<file path="src/rtl/flappy_pkg.sv">
// Shared definitions for the button conditioning path: button indices,
// debounce FSM state encoding and a counter-width helper.
package flappy_pkg;

    localparam int BTN_C = 0;
    localparam int BTN_D = 1;
    localparam int BTN_U = 2;
    localparam int BTN_R = 3;
    localparam int BTN_L = 4;

    typedef enum logic [2:0] {
        IDLE       = 3'd0,
        WAIT_PRESS = 3'd1,
        PULSE      = 3'd2,
        HELD       = 3'd3,
        WAIT_REL   = 3'd4
    } btn_state_t;

    function automatic int cnt_width(input int a, input int b, input int c);
        int m;
        m = (a > b) ? a : b;
        m = (m > c) ? m : c;
        return $clog2(m);
    endfunction

endpackage

</file>
<file path="src/rtl/btn_debounce_unit.sv">
// One button: two-flop synchroniser, debounce/hold FSM and repeat timer.
// Press and release are each accepted after DEBOUNCE_CYCLES stable samples; all outputs registered.
module btn_debounce_unit
    import flappy_pkg::*;
#(
    parameter int DEBOUNCE_CYCLES = 1_000_000,
    parameter int REPEAT_DELAY    = 25_000_000,
    parameter int REPEAT_PERIOD   = 5_000_000
) (
    input  logic i_clk,
    input  logic i_reset,
    input  logic i_btn,
    output logic o_level,
    output logic o_pulse,
    output logic o_rpt
);

    localparam int CNT_W = cnt_width(DEBOUNCE_CYCLES, REPEAT_DELAY, REPEAT_PERIOD);
    localparam logic [CNT_W-1:0] CNT_ZERO     = '0;
    localparam logic [CNT_W-1:0] CNT_ONE      = CNT_W'(1);
    localparam logic [CNT_W-1:0] DB_LAST      = CNT_W'(DEBOUNCE_CYCLES - 1);
    localparam logic [CNT_W-1:0] RPT_DLY_LAST = CNT_W'(REPEAT_DELAY - 1);
    localparam logic [CNT_W-1:0] RPT_PER_LAST = CNT_W'(REPEAT_PERIOD - 1);

    if (DEBOUNCE_CYCLES < 2 || REPEAT_DELAY < 2 || REPEAT_PERIOD < 2) begin : g_bad_param
        $error("btn_debounce_unit: DEBOUNCE_CYCLES, REPEAT_DELAY and REPEAT_PERIOD must be >= 2");
    end

    logic             r_s1;
    logic             r_s2;
    btn_state_t       r_state;
    logic [CNT_W-1:0] r_db_cnt;
    logic [CNT_W-1:0] r_rpt_cnt;
    logic             r_first_done;
    logic             r_level;
    logic             r_pulse;
    logic             r_rpt;
    logic [CNT_W-1:0] w_rpt_thr;

    assign w_rpt_thr = r_first_done ? RPT_PER_LAST : RPT_DLY_LAST;

    always_ff @(posedge i_clk) begin
        if (i_reset) begin
            r_s1         <= 1'b0;
            r_s2         <= 1'b0;
            r_state      <= IDLE;
            r_db_cnt     <= CNT_ZERO;
            r_rpt_cnt    <= CNT_ZERO;
            r_first_done <= 1'b0;
            r_level      <= 1'b0;
            r_pulse      <= 1'b0;
            r_rpt        <= 1'b0;
        end else begin
            r_s1    <= i_btn;
            r_s2    <= r_s1;
            r_pulse <= 1'b0;
            r_rpt   <= 1'b0;
            case (r_state)
                IDLE: begin
                    if (r_s2) begin
                        r_state  <= WAIT_PRESS;
                        r_db_cnt <= CNT_ONE;
                    end
                end
                WAIT_PRESS: begin
                    if (!r_s2) begin
                        r_state  <= IDLE;
                        r_db_cnt <= CNT_ZERO;
                    end else if (r_db_cnt == DB_LAST) begin
                        r_state      <= PULSE;
                        r_db_cnt     <= CNT_ZERO;
                        r_rpt_cnt    <= CNT_ZERO;
                        r_first_done <= 1'b0;
                        r_level      <= 1'b1;
                        r_pulse      <= 1'b1;
                        r_rpt        <= 1'b1;
                    end else begin
                        r_db_cnt <= r_db_cnt + CNT_ONE;
                    end
                end
                PULSE: begin
                    // The pulse cycle is the first held cycle, so the first
                    // repeat lands exactly REPEAT_DELAY after the press pulse.
                    r_state   <= HELD;
                    r_rpt_cnt <= CNT_ONE;
                end
                HELD: begin
                    if (!r_s2) begin
                        r_state  <= WAIT_REL;
                        r_db_cnt <= CNT_ONE;
                    end else if (r_rpt_cnt == w_rpt_thr) begin
                        r_rpt        <= 1'b1;
                        r_first_done <= 1'b1;
                        r_rpt_cnt    <= CNT_ZERO;
                    end else begin
                        r_rpt_cnt <= r_rpt_cnt + CNT_ONE;
                    end
                end
                WAIT_REL: begin
                    // rpt_cnt is frozen here; a bounce back to high resumes the schedule.
                    if (r_s2) begin
                        r_state  <= HELD;
                        r_db_cnt <= CNT_ZERO;
                    end else if (r_db_cnt == DB_LAST) begin
                        r_state  <= IDLE;
                        r_db_cnt <= CNT_ZERO;
                        r_level  <= 1'b0;
                    end else begin
                        r_db_cnt <= r_db_cnt + CNT_ONE;
                    end
                end
                default: begin
                    r_state <= IDLE;
                end
            endcase
        end
    end

    assign o_level = r_level;
    assign o_pulse = r_pulse;
    assign o_rpt   = r_rpt;

endmodule

</file>
<file path="src/rtl/button_conditioner.sv">
// Conditions the raw board buttons into debounced level, press pulse and auto-repeat pulse.
// Each button is an independent btn_debounce_unit; bit order {BtnL, BtnR, BtnU, BtnD, BtnC}.
module button_conditioner
    import flappy_pkg::*;
#(
    parameter int DEBOUNCE_CYCLES = 1_000_000,
    parameter int REPEAT_DELAY    = 25_000_000,
    parameter int REPEAT_PERIOD   = 5_000_000,
    parameter int N_BTN           = 5
) (
    input  logic             Clk,
    input  logic             reset,
    input  logic [N_BTN-1:0] btn_in,
    output logic [N_BTN-1:0] btn_level,
    output logic [N_BTN-1:0] btn_pulse,
    output logic [N_BTN-1:0] btn_rpt
);

    for (genvar g = 0; g < N_BTN; g++) begin : g_btn
        btn_debounce_unit #(
            .DEBOUNCE_CYCLES (DEBOUNCE_CYCLES),
            .REPEAT_DELAY    (REPEAT_DELAY),
            .REPEAT_PERIOD   (REPEAT_PERIOD)
        ) u_unit (
            .i_clk   (Clk),
            .i_reset (reset),
            .i_btn   (btn_in[g]),
            .o_level (btn_level[g]),
            .o_pulse (btn_pulse[g]),
            .o_rpt   (btn_rpt[g])
        );
    end

endmodule
</file>
<file path="config.mk">
export PLATFORM = sky130hd
export DESIGN_NAME = button_conditioner
export DESIGN_NICKNAME = d
export VERILOG_FILES = /design/src/rtl/flappy_pkg.sv /design/src/rtl/btn_debounce_unit.sv /design/src/rtl/button_conditioner.sv
export SDC_FILE = /design/constraint.sdc
export NUM_CORES = 1
export LEC_CHECK = 0
export ABC_AREA = 0
export BUFFER_PORTS_ARGS = -buffer_cell sky130_fd_sc_hd__buf_4
export CORE_AREA = 2 2 173 175
export DETAILED_ROUTE_END_ITERATION = 8
export DIE_AREA = 0 0 175 177
export PLACE_DENSITY_LB_ADDON = 0.08
export SYNTH_ARGS = -nofsm -noshare
export SYNTH_HDL_FRONTEND = slang
export SYNTH_SLANG_ARGS = --single-unit
</file>
<file path="constraint.sdc">
create_clock -name Clk -period 2.85 [get_ports Clk]
set_input_delay 0.285 -clock Clk [delete_from_list [all_inputs] [get_ports Clk]]
set_output_delay 0.285 -clock Clk [all_outputs]
set_load 0.005 [all_outputs]
</file>
==> results.toml, run 1 <==
[power_and_ir_drop]
leakage_nw = 5.32
switchingPower_mw = 1.86
clkPwrFrac_pct = 49.8
peakVddDrop_v = 0.000655
p_comb_share_pct = 2.7
power_density_nw_per_um2 = 528
p_seq_share_pct = 47.5
intPower_mw = 6.91
swShare_pct = 21.2

[routing]
wl_per_cell_um = 14.6
ant_nets = 0
route.detailed.drc = 0
vias = 13000
vias_per_cell = 5.76
routed_wl_mm = 32.9
drt-initial-drc-count = 801
drtPass1Iterations = 7

[logic_synthesis]
syn_nets = 1849
synth_edf_count = 0
synth_seq_cells = 295
yosys_warnings = 0
ys_types = 78
synth_cells = 1832
synth.avg_cell_area_um2 = 8.12
ys.flop_type = "dfxtp_1"
synth-async-reset-ratio_pct = 0
netlist_area_um2 = 14900
seq_area_frac_synth_pct = 39.7

[clock_network]
cts_tree = "yes"
cts_made_buffers = 34
cts.clk_slew.worst_paths_ns = 0.06
clk_latency_ns = 0.51
cts_resized = 0
clock_tree.buffer_depth = 3
htree_levels = 2
numClockSinks = 295
ctsRootBufferMaster = "clkbuf_16"

[floorplanning]
die_area_um2 = 31000
pin_count = 22
die_x_um = 175
rows = 63
die_y_um = 177
start_util_pct = 50.9
fp.coreArea_um2 = 29200

[worst_setup_path]
crit_buf_inv = 0
worst_r2r_path_depth = 7
end_kind = "register"
crit_family = "compound AO/OA/AOI/OAI gates"
path_cells = "ha_1, and2_1, and3_1, a31oi_1, nor2_1, o21a_1, o32ai_1"
critPathKind = "register to register"
rrSetupSlack_ns = 0.24
path_max_fanout = 13
regToRegEndpoint = "g_btn[2].u_unit.r_rpt_cnt[2]"
cp-start-kind = "register"
worstReg2RegStart = "g_btn[2].u_unit.r_db_cnt[0]"
arrival_ns = 3.02
slowest_delay_ns = 0.87
required_ns = 3.25
crit_slowest_cell = "a31oi_1"

[final_layout]
drive_gt1_share_pct = 8.22
layout_commonest_cell = "dfxtp_1"
layout.nets = 1857
antenna_cells = 0
final_cell_mix = "295 x dfxtp_1, 284 x nor2_1, 125 x nand2_1, 109 x nand3_1, 96 x xnor2_1"
fill_cells = 2719
finalInstanceArea_um2 = 16600
layout-area-overhead-vs-synth_pct = 11.5

[sta]
finalCritPeriodShare_pct = 91.7
skew_ns = 0.0143
hold_violations = 0
tightest_slew_ns = 1.14
timing.slew.headroom_pct = 23.7
setup_tns_ns = 0
rsz0062_at_grt = "no"
period_minus_slack_ns = 2.61
max_freq_ghz = 0.383
setup_violations = 0
finalMaxSlewViolations = 0

[global_route]
grt_pass1_wl_mm = 57.2
grt_max_degree = 105
antenna_found_initial = 0
grt.total_usage_pct = 21.3
grt_pass1_vias = 12100
grt-ovfl-total = 0

[placed_design]
dp_hpwl_mm = 21.8
dpl-instance-area_um2 = 15400
port_buffers = 21
routabilityCongestion = 0.844

[hold_path]
min_from = "reset"
whs_endpoint = "g_btn[0].u_unit.r_rpt_cnt[0]"
hold_path.class = "input pin to register"
hold_path_depth = 3

[status]
status = "completed"

[flow_run]
max_cap_viol_count = 0
through the flow:
step / utilization [%] / hold slack, ns / power (mW) / setup slack (ns) / std cells
finish: 56.8 / 0.345 / 8.77 / 0.238 / 2252
CTS: 56.7 / 0.337 / 8.90 / 0.117 / 2250
detailed placement: 52.6 / 0.425 / 4.49 / 0.152 / 2187
global placement: 52.6 / 0.428 / 4.49 / 0.225 / 2187
floorplan: - / 0.413 / 4.41 / 0.531 / 1832
global route: 56.8 / 0.364 / 9.09 / 0.000860 / 2252
area by class of cell:
class                      count  area (µm²)  area share [%]
sequential                   295        5910            35.6
multi-input combinational   1404        8390            50.6
clock buffer                  51        1080            6.50
tap                          390         488            2.94
inverter                      40         150           0.905
clock inverter                 7        60.1           0.362
timing repair buffer          65         526            3.17
state kept, by name (all words and copies together), names as in the netlist:
| register | cells |
|---|---|
| g_btn.u_unit.r_db_cnt | 125 |
| g_btn.u_unit.r_rpt_cnt | 125 |
| g_btn.u_unit.r_state | 15 |
| g_btn.u_unit.o_level | 5 |
| g_btn.u_unit.o_pulse | 5 |
| g_btn.u_unit.o_rpt | 5 |
| g_btn.u_unit.r_first_done | 5 |
| g_btn.u_unit.r_s1 | 5 |
| g_btn.u_unit.r_s2 | 5 |
logic make-up (layout without fill, tap and decap cells):
logic type               Yosys count  in the layout  synth area share, %
AND/OR/NAND/NOR                  944            944                 33.0
flip-flops                       295            295                 39.7
AO/OA/AOI/OAI                    278            278                 12.3
XOR/XNOR                         163            163                 9.59
buffers and inverters            133            163                 4.03
adder cells (fa/ha/maj)           10             10                0.841
multiplexers                       9              9                0.605
worst max path at each step:
| stage | from | endpoint | depth (start not counted) |
|---|---|---|---|
| finish | g_btn[2].u_unit.r_db_cnt[0] | g_btn[2].u_unit.r_rpt_cnt[2] | 7 |
| global route | g_btn[2].u_unit.r_db_cnt[0] | g_btn[2].u_unit.r_rpt_cnt[2] | 7 |
| CTS | g_btn[4].u_unit.r_db_cnt[0] | g_btn[4].u_unit.r_rpt_cnt[24] | 7 |
| detailed placement | g_btn[4].u_unit.r_db_cnt[0] | g_btn[4].u_unit.r_rpt_cnt[22] | 7 |
| global placement | g_btn[4].u_unit.r_db_cnt[0] | g_btn[4].u_unit.r_rpt_cnt[20] | 7 |
| floorplan | g_btn[3].u_unit.r_rpt_cnt[7] | g_btn[3].u_unit.r_rpt_cnt[17] | 7 |
synthesized netlist by cell type (all sizes together) (5+ instances only):
master,n,share of area [%]
xor2,67,3.9
nor3b,5,0.25
a31oi,18,0.76
dfxtp,295,40
a211oi,10,0.50
inv,40,1.0
a22oi,10,0.50
nor4,46,2.0
o21a,6,0.30
or4,13,0.73
o31ai,7,0.45
xnor2,96,5.6
nand2b,16,0.67
buf,33,1.4
and4,26,1.5
nand2,125,3.2
nor2,286,7.3
nand3,109,3.7
nor4bb,5,0.34
nand3b,10,0.50
clkbuf,60,1.6
or2,5,0.21
nor2b,20,0.84
or3,31,1.3
ha,10,0.84
nor3,79,2.7
o211ai,6,0.30
nand4,80,3.4
a311oi,6,0.35
or4b,8,0.54
o32ai,12,0.71
and3,36,1.5
a21oi,88,3.0
a2111oi,8,0.82
nor4b,13,0.77
and2,15,0.63
mux2i,9,0.61
o21ai,74,2.6
nand4b,9,0.53
worst register-to-register path, cell delays in order (launching register included):
cell     delay, ns
dfxtp_1       0.33
ha_1          0.21
and2_1        0.21
and3_1        0.22
a31oi_1       0.87
nor2_1        0.28
o21a_1        0.19
o32ai_1       0.21
what timing repair did:
item	4_1_cts	5_1_grt
buffers inserted	0	2
setup endpoints to repair	0	21
hold buffers	5	0
hold endpoints to repair	5	0
layer usage:
| layer | GRT usage [%] | wire length [µm] | vias up |
|---|---|---|---|
| met5 | 0 | 0 | - |
| met3 | 2.94 | 1160 | 51 |
| met1 | 28.5 | 15800 | 6082 |
| met2 | 36.0 | 15400 | 235 |
| met4 | 6.22 | 608 | 0 |
| li1 | - | - | 6603 |
power groups by stage:
| stage | clock, mW | combinational (mW) | sequential (mW) |
|---|---|---|---|
| CTS | 4.50 | 0.245 | 4.16 |
| floorplan | 0 | 0.172 | 4.24 |
| global route | 4.65 | 0.269 | 4.17 |
| global placement | 0 | 0.239 | 4.26 |
| detailed placement | 0 | 0.239 | 4.26 |
| finish | 4.37 | 0.241 | 4.17 |
Power figures use the tool's default switching activity.
==> inputs of run 2 (changes only) <==
CTS_CLUSTER_SIZE = 24   (was not set)
PLACE_DENSITY = 0.67   (was not set)
PLACE_DENSITY_LB_ADDON = not set   (was 0.08)
SETUP_SLACK_MARGIN = 0.5   (was not set)
==> run 2 against run 1 <==
Net effect: via count rose by 2.6%; critical path depth up 2; clock-buffer cell count decreased by 5; sequential cell count did not move; worst hold slack got worse by 0.32 ns; design area grew 4.1%; maximum frequency increased by 7.7%; register-to-register slack improved by 0.19 ns; cell count increased by 1.2%; combinational power increased by 19%; critical endpoint is now g_btn[3].u_unit.r_rpt_cnt[12].
==> results.toml, run 2 (synthesis results as in run 1) <==
[worst_setup_path]
path_cells = "or4b_1, or4_4, a2111oi_4, buf_4, nor2_4, o21ai_4, buf_6, clkbuf_16, nor2_1"
path_max_fanout = 5
slowest_delay_ns = 0.51
crit_family = "simple AND/OR/NAND/NOR gates"
cp-start-kind = "register"
rrSetupSlack_ns = 0.42
crit_buf_inv = 3
arrival_ns = 2.83
required_ns = 3.25
crit_slowest_cell = "or4b_1"
critPathKind = "register to register"
end_kind = "register"

[final_layout]
layout.nets = 1883
final_cell_mix = "282 x dfxtp_1, 266 x nor2_1, 122 x nand2_1, 106 x nand3_1, 96 x xnor2_1"
layout_commonest_cell = "dfxtp_1"
utilization_pct = 59.1
largestRegisters = "g_btn.u_unit.r_db_cnt (125), g_btn.u_unit.r_rpt_cnt (125), g_btn.u_unit.r_state (15)"
fin_cells = 2278
antenna_cells = 0
fill_cells = 2595
drive_gt1_share_pct = 13.9
layout-area-overhead-vs-synth_pct = 16.1

[sta]
skew_ns = 0.0185
setup_violations = 0
tightest_slew_ns = 0.737
period_minus_slack_ns = 2.43
finalCritPeriodShare_pct = 85.1
rsz0062_at_grt = "yes"
timing.slew.headroom_pct = 50.8
max_freq_ghz = 0.412
setup_tns_ns = 0
finalMaxSlewViolations = 0
hold_violations = 0

[placed_design]
place_inst = 2193
port_buffers = 21
routabilityCongestion = 0.840
dp_hpwl_mm = 22.4

[routing]
routed_wl_mm = 34.5
drtPass1Iterations = 5
route.detailed.drc = 0
vias_per_cell = 5.84
wl_per_cell_um = 15.2
vias = 13300
drt-initial-drc-count = 877
ant_nets = 0

[global_route]
grt_pass1_vias = 12500
grt_pass1_wl_mm = 57.8
antenna_found_initial = 0
grt_max_degree = 38
grt.total_usage_pct = 21.6
grt-ovfl-total = 0

[clock_network]
cts_made_buffers = 34
clk_latency_ns = 0.51
cts.clk_slew.worst_paths_ns = 0.07
ctsRootBufferMaster = "clkbuf_16"
clock_tree.buffer_depth = 3
cts_tree = "yes"
numClockSinks = 295
htree_levels = 2

[power_and_ir_drop]
total_power_mw = 8.95
peakVddDrop_v = 0.000551
power_density_nw_per_um2 = 518
leakage_nw = 5.53

[floorplanning]
die_y_um = 177
die_area_um2 = 31000
fp.coreArea_um2 = 29200
pin_count = 22
start_util_pct = 50.9
die_x_um = 175
rows = 63

[hold_path]
hold_path.class = "input pin to register"

[flow_run]
max_cap_viol_count = 0

[status]
status = "completed"
-- run 2: stage by stage --
stage          setup WS, ns  instance area (µm²)  hold slack (ns)
2_1_floorplan         0.531                14900            0.413
3_3_place_gp          0.324                15400            0.416
3_5_place_dp          0.192                15400            0.424
4_1_cts               0.459                16800           0.0252
5_1_grt               0.376                17300           0.0332
6_report              0.424                17300           0.0216
-- run 2: final timing paths --
check | startpoint | end | cells past startpoint
worst max-delay path | g_btn[3].u_unit.r_rpt_cnt[23] | g_btn[3].u_unit.r_rpt_cnt[12] | 9
worst min-delay path | btn_in[0] | g_btn[0].u_unit.r_s1 | 2
worst max register to register | g_btn[3].u_unit.r_rpt_cnt[23] | g_btn[3].u_unit.r_rpt_cnt[12] | 9
worst min register to register | g_btn[3].u_unit.r_s1 | g_btn[3].u_unit.r_s2 | 1
-- run 2: layer usage --
layer | vias up | track usage, % | part of all wire, %
met3 | 68 | 3.37 | 3.9
li1 | 6670 | - | -
met4 | 0 | 7.01 | 2.0
met1 | 6272 | 28.1 | 47
met5 | - | 0 | 0
met2 | 293 | 36.6 | 48
-- run 2: report_power, final --
group,internal [mW],switching (mW)
logic,0.101,0.186
registers,4.14,0.0228
clock network,2.79,1.71
-- run 2: final cells by class --
| type | count | area, µm² | area share (%) |
|---|---|---|---|
| Inverter | 40 | 150 | 0.869 |
| Tap cell | 390 | 488 | 2.82 |
| Timing Repair Buffer | 91 | 803 | 4.65 |
| Multi-Input combinational cell | 1404 | 8760 | 50.7 |
| Sequential cell | 295 | 5930 | 34.3 |
| Clock buffer | 46 | 987 | 5.71 |
| Clock inverter | 12 | 170 | 0.985 |
-- run 2: repair_timing --
item | 4_1_cts | 5_1_grt
buffers inserted | 12 | 6
endpoints found under the hold margin | 4 | 0
endpoints found under the setup margin | 86 | 177
hold buffers | 4 | 0
cloned | 1 | 4
resized for setup | 17 | 93
pin swaps | 11 | 19
